[src/rtl/mc_pkg.sv]
// Shared encodings for the multi-cycle MIPS main controller.
// Holds the state enum, opcode/funct constants, datapath select encodings and the instruction class.
package mc_pkg;

  typedef enum logic [2:0] {
    ST_FETCH  = 3'd0,
    ST_DECODE = 3'd1,
    ST_EXEC   = 3'd2,
    ST_MEM    = 3'd3,
    ST_WB     = 3'd4
  } state_e;

  localparam logic [5:0] OP_RTYPE = 6'h00;
  localparam logic [5:0] OP_J     = 6'h02;
  localparam logic [5:0] OP_JAL   = 6'h03;
  localparam logic [5:0] OP_BEQ   = 6'h04;
  localparam logic [5:0] OP_ORI   = 6'h0D;
  localparam logic [5:0] OP_LUI   = 6'h0F;
  localparam logic [5:0] OP_LW    = 6'h23;
  localparam logic [5:0] OP_SW    = 6'h2B;

  localparam logic [5:0] FN_JR    = 6'h08;
  localparam logic [5:0] FN_ADDU  = 6'h21;
  localparam logic [5:0] FN_SUBU  = 6'h23;

  localparam logic [2:0] ALU_ADD  = 3'd0;
  localparam logic [2:0] ALU_SUB  = 3'd1;
  localparam logic [2:0] ALU_OR   = 3'd2;
  localparam logic [2:0] ALU_LUI  = 3'd3;

  localparam logic [1:0] NPC_SEQ  = 2'd0;
  localparam logic [1:0] NPC_BR   = 2'd1;
  localparam logic [1:0] NPC_JMP  = 2'd2;
  localparam logic [1:0] NPC_JR   = 2'd3;

  localparam logic [1:0] RD_RT    = 2'd0;
  localparam logic [1:0] RD_RD    = 2'd1;
  localparam logic [1:0] RD_RA    = 2'd2;

  localparam logic [1:0] WD_ALU   = 2'd0;
  localparam logic [1:0] WD_MEM   = 2'd1;
  localparam logic [1:0] WD_PC4   = 2'd2;

  // One-hot instruction class; all-zero means the encoding is unsupported.
  typedef struct packed {
    logic nop;
    logic addu;
    logic subu;
    logic ori;
    logic lui;
    logic lw;
    logic sw;
    logic beq;
    logic j;
    logic jal;
    logic jr;
  } icls_t;

endpackage

[src/rtl/mc_if.sv]
// Controller <-> datapath bundle: IR, ALU flag and memory handshake in, strobes and selects out.
// master is the controller side, slave is the datapath side.
interface mc_if;
  logic [31:0] instr;
  logic        zero;
  logic        mem_ready;
  logic        pc_write;
  logic [1:0]  npc_sel;
  logic        ir_write;
  logic        ext_signed;
  logic [2:0]  alu_op;
  logic        alu_src_b;
  logic        mem_read;
  logic        mem_write;
  logic        reg_write;
  logic [1:0]  reg_dst;
  logic [1:0]  wd_sel;
  logic        instr_done;
  logic        illegal;
  logic [2:0]  state;

  modport master (
    input  instr, zero, mem_ready,
    output pc_write, npc_sel, ir_write, ext_signed, alu_op, alu_src_b,
           mem_read, mem_write, reg_write, reg_dst, wd_sel, instr_done, illegal, state
  );

  modport slave (
    output instr, zero, mem_ready,
    input  pc_write, npc_sel, ir_write, ext_signed, alu_op, alu_src_b,
           mem_read, mem_write, reg_write, reg_dst, wd_sel, instr_done, illegal, state
  );
endinterface

[src/rtl/mc_decode.sv]
// Combinational IR decode into a one-hot class, extender signedness and a legal flag.
// Pure logic, zero latency; no handshake.
module mc_decode import mc_pkg::*; (
  input  logic [31:0] instr_i,
  output icls_t       cls_o,
  output logic        ext_signed_o,
  output logic        legal_o
);
  logic [5:0] op;
  logic [5:0] funct;

  assign op    = instr_i[31:26];
  assign funct = instr_i[5:0];

  always_comb begin
    cls_o = '0;
    // The all-zero word is sll $0,$0,0; only that exact word is treated as a nop.
    if (instr_i == 32'd0) begin
      cls_o.nop = 1'b1;
    end else begin
      case (op)
        OP_RTYPE: begin
          case (funct)
            FN_ADDU: cls_o.addu = 1'b1;
            FN_SUBU: cls_o.subu = 1'b1;
            FN_JR:   cls_o.jr   = 1'b1;
            default: cls_o      = '0;
          endcase
        end
        OP_ORI:  cls_o.ori = 1'b1;
        OP_LUI:  cls_o.lui = 1'b1;
        OP_LW:   cls_o.lw  = 1'b1;
        OP_SW:   cls_o.sw  = 1'b1;
        OP_BEQ:  cls_o.beq = 1'b1;
        OP_J:    cls_o.j   = 1'b1;
        OP_JAL:  cls_o.jal = 1'b1;
        default: cls_o     = '0;
      endcase
    end
  end

  assign ext_signed_o = cls_o.lw | cls_o.sw | cls_o.beq;
  assign legal_o      = |cls_o;
endmodule

[src/rtl/mc_ctrl.sv]
// Multi-cycle main controller: sequences FETCH/DECODE/EXEC/MEM/WB and drives all datapath strobes.
// Outputs decode from state and IR in the same cycle; memory states stall while mem_ready is low.
module mc_ctrl import mc_pkg::*; (
  input  logic  clk,
  input  logic  reset,
  mc_if.master  bus
);
  state_e state_q, state_d;
  icls_t  cls;
  logic   dec_ext_signed;
  logic   legal;

  logic       pc_write, ir_write, mem_read, mem_write, reg_write;
  logic       instr_done, illegal, alu_src_b, ext_signed;
  logic [1:0] npc_sel, reg_dst, wd_sel;
  logic [2:0] alu_op;

  mc_decode u_decode (
    .instr_i      (bus.instr),
    .cls_o        (cls),
    .ext_signed_o (dec_ext_signed),
    .legal_o      (legal)
  );

  always_comb begin
    state_d    = state_q;
    pc_write   = 1'b0;
    npc_sel    = NPC_SEQ;
    ir_write   = 1'b0;
    alu_op     = ALU_ADD;
    alu_src_b  = 1'b0;
    mem_read   = 1'b0;
    mem_write  = 1'b0;
    reg_write  = 1'b0;
    reg_dst    = RD_RT;
    wd_sel     = WD_ALU;
    instr_done = 1'b0;
    illegal    = 1'b0;
    case (state_q)
      ST_FETCH: begin
        mem_read = 1'b1;
        if (bus.mem_ready) begin
          ir_write = 1'b1;
          pc_write = 1'b1;
          state_d  = ST_DECODE;
        end
      end
      ST_DECODE: begin
        if (cls.nop) begin
          instr_done = 1'b1;
          state_d    = ST_FETCH;
        end else if (!legal) begin
          illegal = 1'b1;
          state_d = ST_FETCH;
        end else begin
          state_d = ST_EXEC;
        end
      end
      ST_EXEC: begin
        alu_src_b = cls.ori | cls.lui | cls.lw | cls.sw;
        if (cls.subu || cls.beq)  alu_op = ALU_SUB;
        else if (cls.ori)         alu_op = ALU_OR;
        else if (cls.lui)         alu_op = ALU_LUI;
        else                      alu_op = ALU_ADD;
        if (cls.lw || cls.sw) begin
          state_d = ST_MEM;
        end else if (cls.beq || cls.j || cls.jal || cls.jr) begin
          // Control transfers retire straight out of EXEC; beq only loads PC when taken.
          pc_write   = cls.beq ? bus.zero : 1'b1;
          npc_sel    = cls.beq ? NPC_BR : (cls.jr ? NPC_JR : NPC_JMP);
          reg_write  = cls.jal;
          reg_dst    = cls.jal ? RD_RA : RD_RT;
          wd_sel     = cls.jal ? WD_PC4 : WD_ALU;
          instr_done = 1'b1;
          state_d    = ST_FETCH;
        end else begin
          state_d = ST_WB;
        end
      end
      ST_MEM: begin
        mem_read  = cls.lw;
        mem_write = cls.sw;
        if (bus.mem_ready) begin
          if (cls.lw) begin
            state_d = ST_WB;
          end else begin
            instr_done = 1'b1;
            state_d    = ST_FETCH;
          end
        end
      end
      ST_WB: begin
        reg_write  = 1'b1;
        reg_dst    = (cls.addu || cls.subu) ? RD_RD : RD_RT;
        wd_sel     = cls.lw ? WD_MEM : WD_ALU;
        instr_done = 1'b1;
        state_d    = ST_FETCH;
      end
      default: state_d = ST_FETCH;
    endcase

    // IR is stale during FETCH, so the extender select is only driven once decoding starts.
    ext_signed = (state_q != ST_FETCH) && dec_ext_signed;

    // Reset kills any in-flight access or write in the same cycle it is raised.
    if (reset) begin
      pc_write   = 1'b0;
      npc_sel    = NPC_SEQ;
      ir_write   = 1'b0;
      ext_signed = 1'b0;
      alu_op     = ALU_ADD;
      alu_src_b  = 1'b0;
      mem_read   = 1'b0;
      mem_write  = 1'b0;
      reg_write  = 1'b0;
      reg_dst    = RD_RT;
      wd_sel     = WD_ALU;
      instr_done = 1'b0;
      illegal    = 1'b0;
    end
  end

  always_ff @(posedge clk) begin
    if (reset) state_q <= ST_FETCH;
    else       state_q <= state_d;
  end

  assign bus.pc_write   = pc_write;
  assign bus.npc_sel    = npc_sel;
  assign bus.ir_write   = ir_write;
  assign bus.ext_signed = ext_signed;
  assign bus.alu_op     = alu_op;
  assign bus.alu_src_b  = alu_src_b;
  assign bus.mem_read   = mem_read;
  assign bus.mem_write  = mem_write;
  assign bus.reg_write  = reg_write;
  assign bus.reg_dst    = reg_dst;
  assign bus.wd_sel     = wd_sel;
  assign bus.instr_done = instr_done;
  assign bus.illegal    = illegal;
  assign bus.state      = state_q;
endmodule
[src/flat_wrapper.sv]
// flat-port wrapper written by rule: the top's interface ports become plain ports
module mc_ctrl_flat import mc_pkg::*;
  (clk, reset, bus_instr, bus_zero, bus_mem_ready, bus_pc_write, bus_npc_sel, bus_ir_write, bus_ext_signed, bus_alu_op, bus_alu_src_b, bus_mem_read, bus_mem_write, bus_reg_write, bus_reg_dst, bus_wd_sel, bus_instr_done, bus_illegal, bus_state);
  mc_if bus_i ();
  input  logic clk;
  input  logic reset;
  input wire logic [$bits(bus_i.instr)-1:0] bus_instr;
  input wire logic [$bits(bus_i.zero)-1:0] bus_zero;
  input wire logic [$bits(bus_i.mem_ready)-1:0] bus_mem_ready;
  output wire logic [$bits(bus_i.pc_write)-1:0] bus_pc_write;
  output wire logic [$bits(bus_i.npc_sel)-1:0] bus_npc_sel;
  output wire logic [$bits(bus_i.ir_write)-1:0] bus_ir_write;
  output wire logic [$bits(bus_i.ext_signed)-1:0] bus_ext_signed;
  output wire logic [$bits(bus_i.alu_op)-1:0] bus_alu_op;
  output wire logic [$bits(bus_i.alu_src_b)-1:0] bus_alu_src_b;
  output wire logic [$bits(bus_i.mem_read)-1:0] bus_mem_read;
  output wire logic [$bits(bus_i.mem_write)-1:0] bus_mem_write;
  output wire logic [$bits(bus_i.reg_write)-1:0] bus_reg_write;
  output wire logic [$bits(bus_i.reg_dst)-1:0] bus_reg_dst;
  output wire logic [$bits(bus_i.wd_sel)-1:0] bus_wd_sel;
  output wire logic [$bits(bus_i.instr_done)-1:0] bus_instr_done;
  output wire logic [$bits(bus_i.illegal)-1:0] bus_illegal;
  output wire logic [$bits(bus_i.state)-1:0] bus_state;
  assign bus_i.instr = bus_instr;
  assign bus_i.zero = bus_zero;
  assign bus_i.mem_ready = bus_mem_ready;
  assign bus_pc_write = bus_i.pc_write;
  assign bus_npc_sel = bus_i.npc_sel;
  assign bus_ir_write = bus_i.ir_write;
  assign bus_ext_signed = bus_i.ext_signed;
  assign bus_alu_op = bus_i.alu_op;
  assign bus_alu_src_b = bus_i.alu_src_b;
  assign bus_mem_read = bus_i.mem_read;
  assign bus_mem_write = bus_i.mem_write;
  assign bus_reg_write = bus_i.reg_write;
  assign bus_reg_dst = bus_i.reg_dst;
  assign bus_wd_sel = bus_i.wd_sel;
  assign bus_instr_done = bus_i.instr_done;
  assign bus_illegal = bus_i.illegal;
  assign bus_state = bus_i.state;
  mc_ctrl u_core (.clk(clk), .reset(reset), .bus(bus_i));
endmodule
[config.mk]
export PLATFORM = sky130hd
export DESIGN_NAME = mc_ctrl_flat
export DESIGN_NICKNAME = d
export VERILOG_FILES = /design/src/rtl/mc_pkg.sv /design/src/rtl/mc_if.sv /design/src/rtl/mc_decode.sv /design/src/rtl/mc_ctrl.sv /design/src/flat_wrapper.sv
export SDC_FILE = /design/constraint.sdc
export NUM_CORES = 1
export LEC_CHECK = 0
export ABC_AREA = 1
export CAP_MARGIN = 0
export CELL_PAD_IN_SITES_DETAIL_PLACEMENT = 1
export CELL_PAD_IN_SITES_GLOBAL_PLACEMENT = 1
export CORE_MARGIN = 2
export CORE_UTILIZATION = 18
export DETAILED_ROUTE_END_ITERATION = 16
export PLACE_DENSITY_LB_ADDON = 0.1
export SLEW_MARGIN = 20
export SYNTH_ARGS = -nofsm -noshare
export SYNTH_HDL_FRONTEND = slang
export SYNTH_SLANG_ARGS = --single-unit
export TNS_END_PERCENT = 100
[constraint.sdc]
create_clock -name clk -period 1.6 [get_ports clk]
set_input_delay 0.32 -clock clk [delete_from_list [all_inputs] [get_ports clk]]
set_output_delay 0.32 -clock clk [all_outputs]
set_load 0.03 [all_outputs]
==> key figures <==
Flow run
  • Max_cap viols: 0

Yosys
  • Synth top area share: 0.2167
  • Register bit total from synthesis: 3
  • Post-Syn Area: 675.6 um2
  • Post-synthesis cell type count: 23
  • Synth warn: 0
  • Synth area leader: nor2_1
  • Net Count, Synth: 171
  • Post-synthesis sequential area ratio: 0.08889
  • Main area contributors after synthesis: nor2_1 (22%), inv_1 (14%), nand2_1 (14%), dfxtp_1 (8.9%), nand3_1 (5.9%)
  • Syn avg cell area: 5.005 um2
  • Cells after synthesis: 135

Worst setup path
  • R2R Setup Slk: 0.21 ns
  • CP max FO: 5
  • Worst Setup SP: bus_instr[31]
  • R2R depth: 8
  • Critical R2R Launch: u_core.bus.state[2]
  • Critical path class: input port to primary output
  • Worst r2r dst: u_core.bus.state[1]
  • Crit. End Element: primary output
  • Crit path DAT: 1.56 ns
  • Critical path data required time: 1.28 ns
  • Type of element launching the critical path: input port
  • CP endpoint: bus_pc_write

Route
  • Vias per cell: 4.412
  • TritonRoute pass-1 iters: 4
  • Antenna-violating nets left: 0
  • Initial detailed-routing violation count: 20
  • Per-cell routed wire length: 14.02 um
  • Met1 Wirelength: 1.500 mm
  • Met2 WL post-DR: 2.214 mm
  • WL met3: 249 um
  • Max layer used: met4
  • Vias: 1275
  • Final wirelength: 4.053 mm
  • Drc violations: 0

STA
  • RSZ-0062 raised after global routing: true
  • Final Critical Period: 1.884 ns
  • Final setup TNS: -2.643 ns
  • # setup viols final: 17
  • Max Clock Freq: 530.9 MHz
  • Slew Limit Fails: 0
  • Hold Fails Final Rpt: 0
  • Final worst-path setup slack: -0.2835 ns
  • Post-route clock skew: 0.002110 ns
  • Post-route clock period utilization: 1.177

Run status
  • Status: finished, violations left
  • Failing checks: setup timing

Floorplan
  • Die area: 4260 um2
  • Boundary Pins: 57
  • Initial core utilization: 0.1860
  • Cell row count: 22
  • Die H: 65.27 um
  • Core Area: 3633 um2
  • Chip width: 65.27 um

Cells and area
  • Max reg flops: 3
  • Fillers: 485
  • Final Util: 0.5300
  • Nets: 278
  • Antenna Cells: 0
  • Share of layout cells above drive strength 1: 0.6598
  • Area growth, synth to finish: 185.0%

Global route
  • Total GRT Usage: 0.1803
  • Antenna violations before repair: 0
  • Grt ovf: 0
  • Vias in the first global route: 1336
  • Pin count of the biggest net entering global routing: 7
  • First-pass GRT wire length: 5.996 mm

Placed design
  • GP Congestion: 0.8285
  • I/O Buffers: 55
  • Half-perimeter wire length after placement: 2.839 mm

Clocking
  • Clk Latency, worst-skew pair: 0.23 ns
  • Sinks on Clock Net: 3
  • H-tree depth: 1
  • Clk pin slew, worst setup/hold paths: 0.03 ns
  • Cts bufs inserted: 3
  • CTS max path bufs: 2
  • Clk Tree Root Cell: clkbuf_8
  • CTS tree: built
  • Hold_buf cts: 0

Pwr
  • Total chip power: 0.6099 mW
  • Peak VDD IR: 0.2096 mV
  • Lkg Pwr: 0.9411 nW
  • Power Density: 316.7 nW/um2

Min path
  • Min-Delay Path Class: register to register
## worst max-delay path, cell delays in order
cell     delay, ns
buf_8         0.10
nor2_4        0.17
nand4_1       0.21
nand3_2       0.20
nand2_2       0.09
o22ai_1       0.13
inv_1         0.09
nor2_4        0.11
buf_6         0.13
## cell families (layout without fill, tap and decap cells)
family          count (synthesis)  count (layout)  share of synthesized area
other cells                     1               1                   0.005550
buf+inv                        29             135                     0.1870
compound gates                 10              10                    0.08704
simple gates                   92              92                     0.6315
flops                           3               3                    0.08889
## Yosys cell counts (all sizes together)
cell,instances
a211oi,1
a21oi,3
a31oi,2
buf,2
clkbuf,1
conb,1
dfxtp,3
inv,26
nand2,28
nand3,10
nand4,5
nor2,43
nor3,5
nor4,1
o211ai,1
o21ai,2
o22ai,1
## worst min-delay path by stage
stage                   startpoint  depth (start not counted)             endpoint
2_1_floorplan        bus_mem_ready                          3  u_core.bus.state[0]
3_3_place_gp   u_core.bus.state[2]                          4  u_core.bus.state[2]
3_5_place_dp   u_core.bus.state[2]                          4  u_core.bus.state[2]
4_1_cts        u_core.bus.state[2]                          4  u_core.bus.state[2]
5_1_grt        u_core.bus.state[2]                          6  u_core.bus.state[0]
6_report       u_core.bus.state[2]                          6  u_core.bus.state[0]
## cell usage in the layout, fill, tap and decap left out, drive strengths merged, types with 3 or more instances in the layout
master / Yosys / layout
buf: 2 / 83
clkdlybuf4s15: 0 / 4
nor2: 43 / 43
inv: 26 / 26
a21oi: 3 / 3
nor3: 5 / 5
clkbuf: 1 / 16
nand2: 28 / 28
nand4: 5 / 5
nand3: 10 / 10
dfxtp: 3 / 3
clkdlybuf4s50: 0 / 3
## timing repair
| action | in CTS | in global routing |
|---|---|---|
| buffers inserted | 15 | 5 |
| gates resized for setup | 160 | 39 |
| setup endpoints to repair | 20 | 19 |
| pin swaps | 54 | 38 |
## stage by stage
step | hold WS [ns] | cells | cell area, um2 | worst slack [ns]
after global placement | 0.7098 | 266 | 1555 | -0.6481
after CTS | 0.7466 | 284 | 1849 | -0.2274
after global routing | 0.8499 | 289 | 1926 | -0.4272
final | 0.7807 | 289 | 1926 | -0.2835
after detailed placement | 0.7145 | 266 | 1555 | -0.6838
after floorplan | 0.5468 | 135 | 787.0 | -0.1291
## per-layer routing
| layer | track usage | vias to the layer above |
|---|---|---|
| met5 | 0 | - |
| met4 | 0.04427 | 0 |
| met3 | 0.03253 | 9 |
| met2 | 0.3508 | 43 |
| met1 | 0.1988 | 587 |
| li1 | - | 636 |
## where the power goes
group          switching, mW  leakage (nW)  internal [mW]  total [mW]
sequential           0.00613        0.0266         0.0754      0.0815
clock                 0.0634        0.0228          0.171       0.234
combinational          0.148         0.892          0.146       0.294
## layout make-up
type                       instances  area (um2)  area share
clock buffer                       4       45.04     0.02339
inverter                          26       100.1     0.05198
multi-input combinational        103       760.7      0.3951
sequential                         3       71.32     0.03704
tap                               48       60.06     0.03119
timing repair buffer             105       888.4      0.4613
No activity file was read; power rests on OpenSTA's default activity.
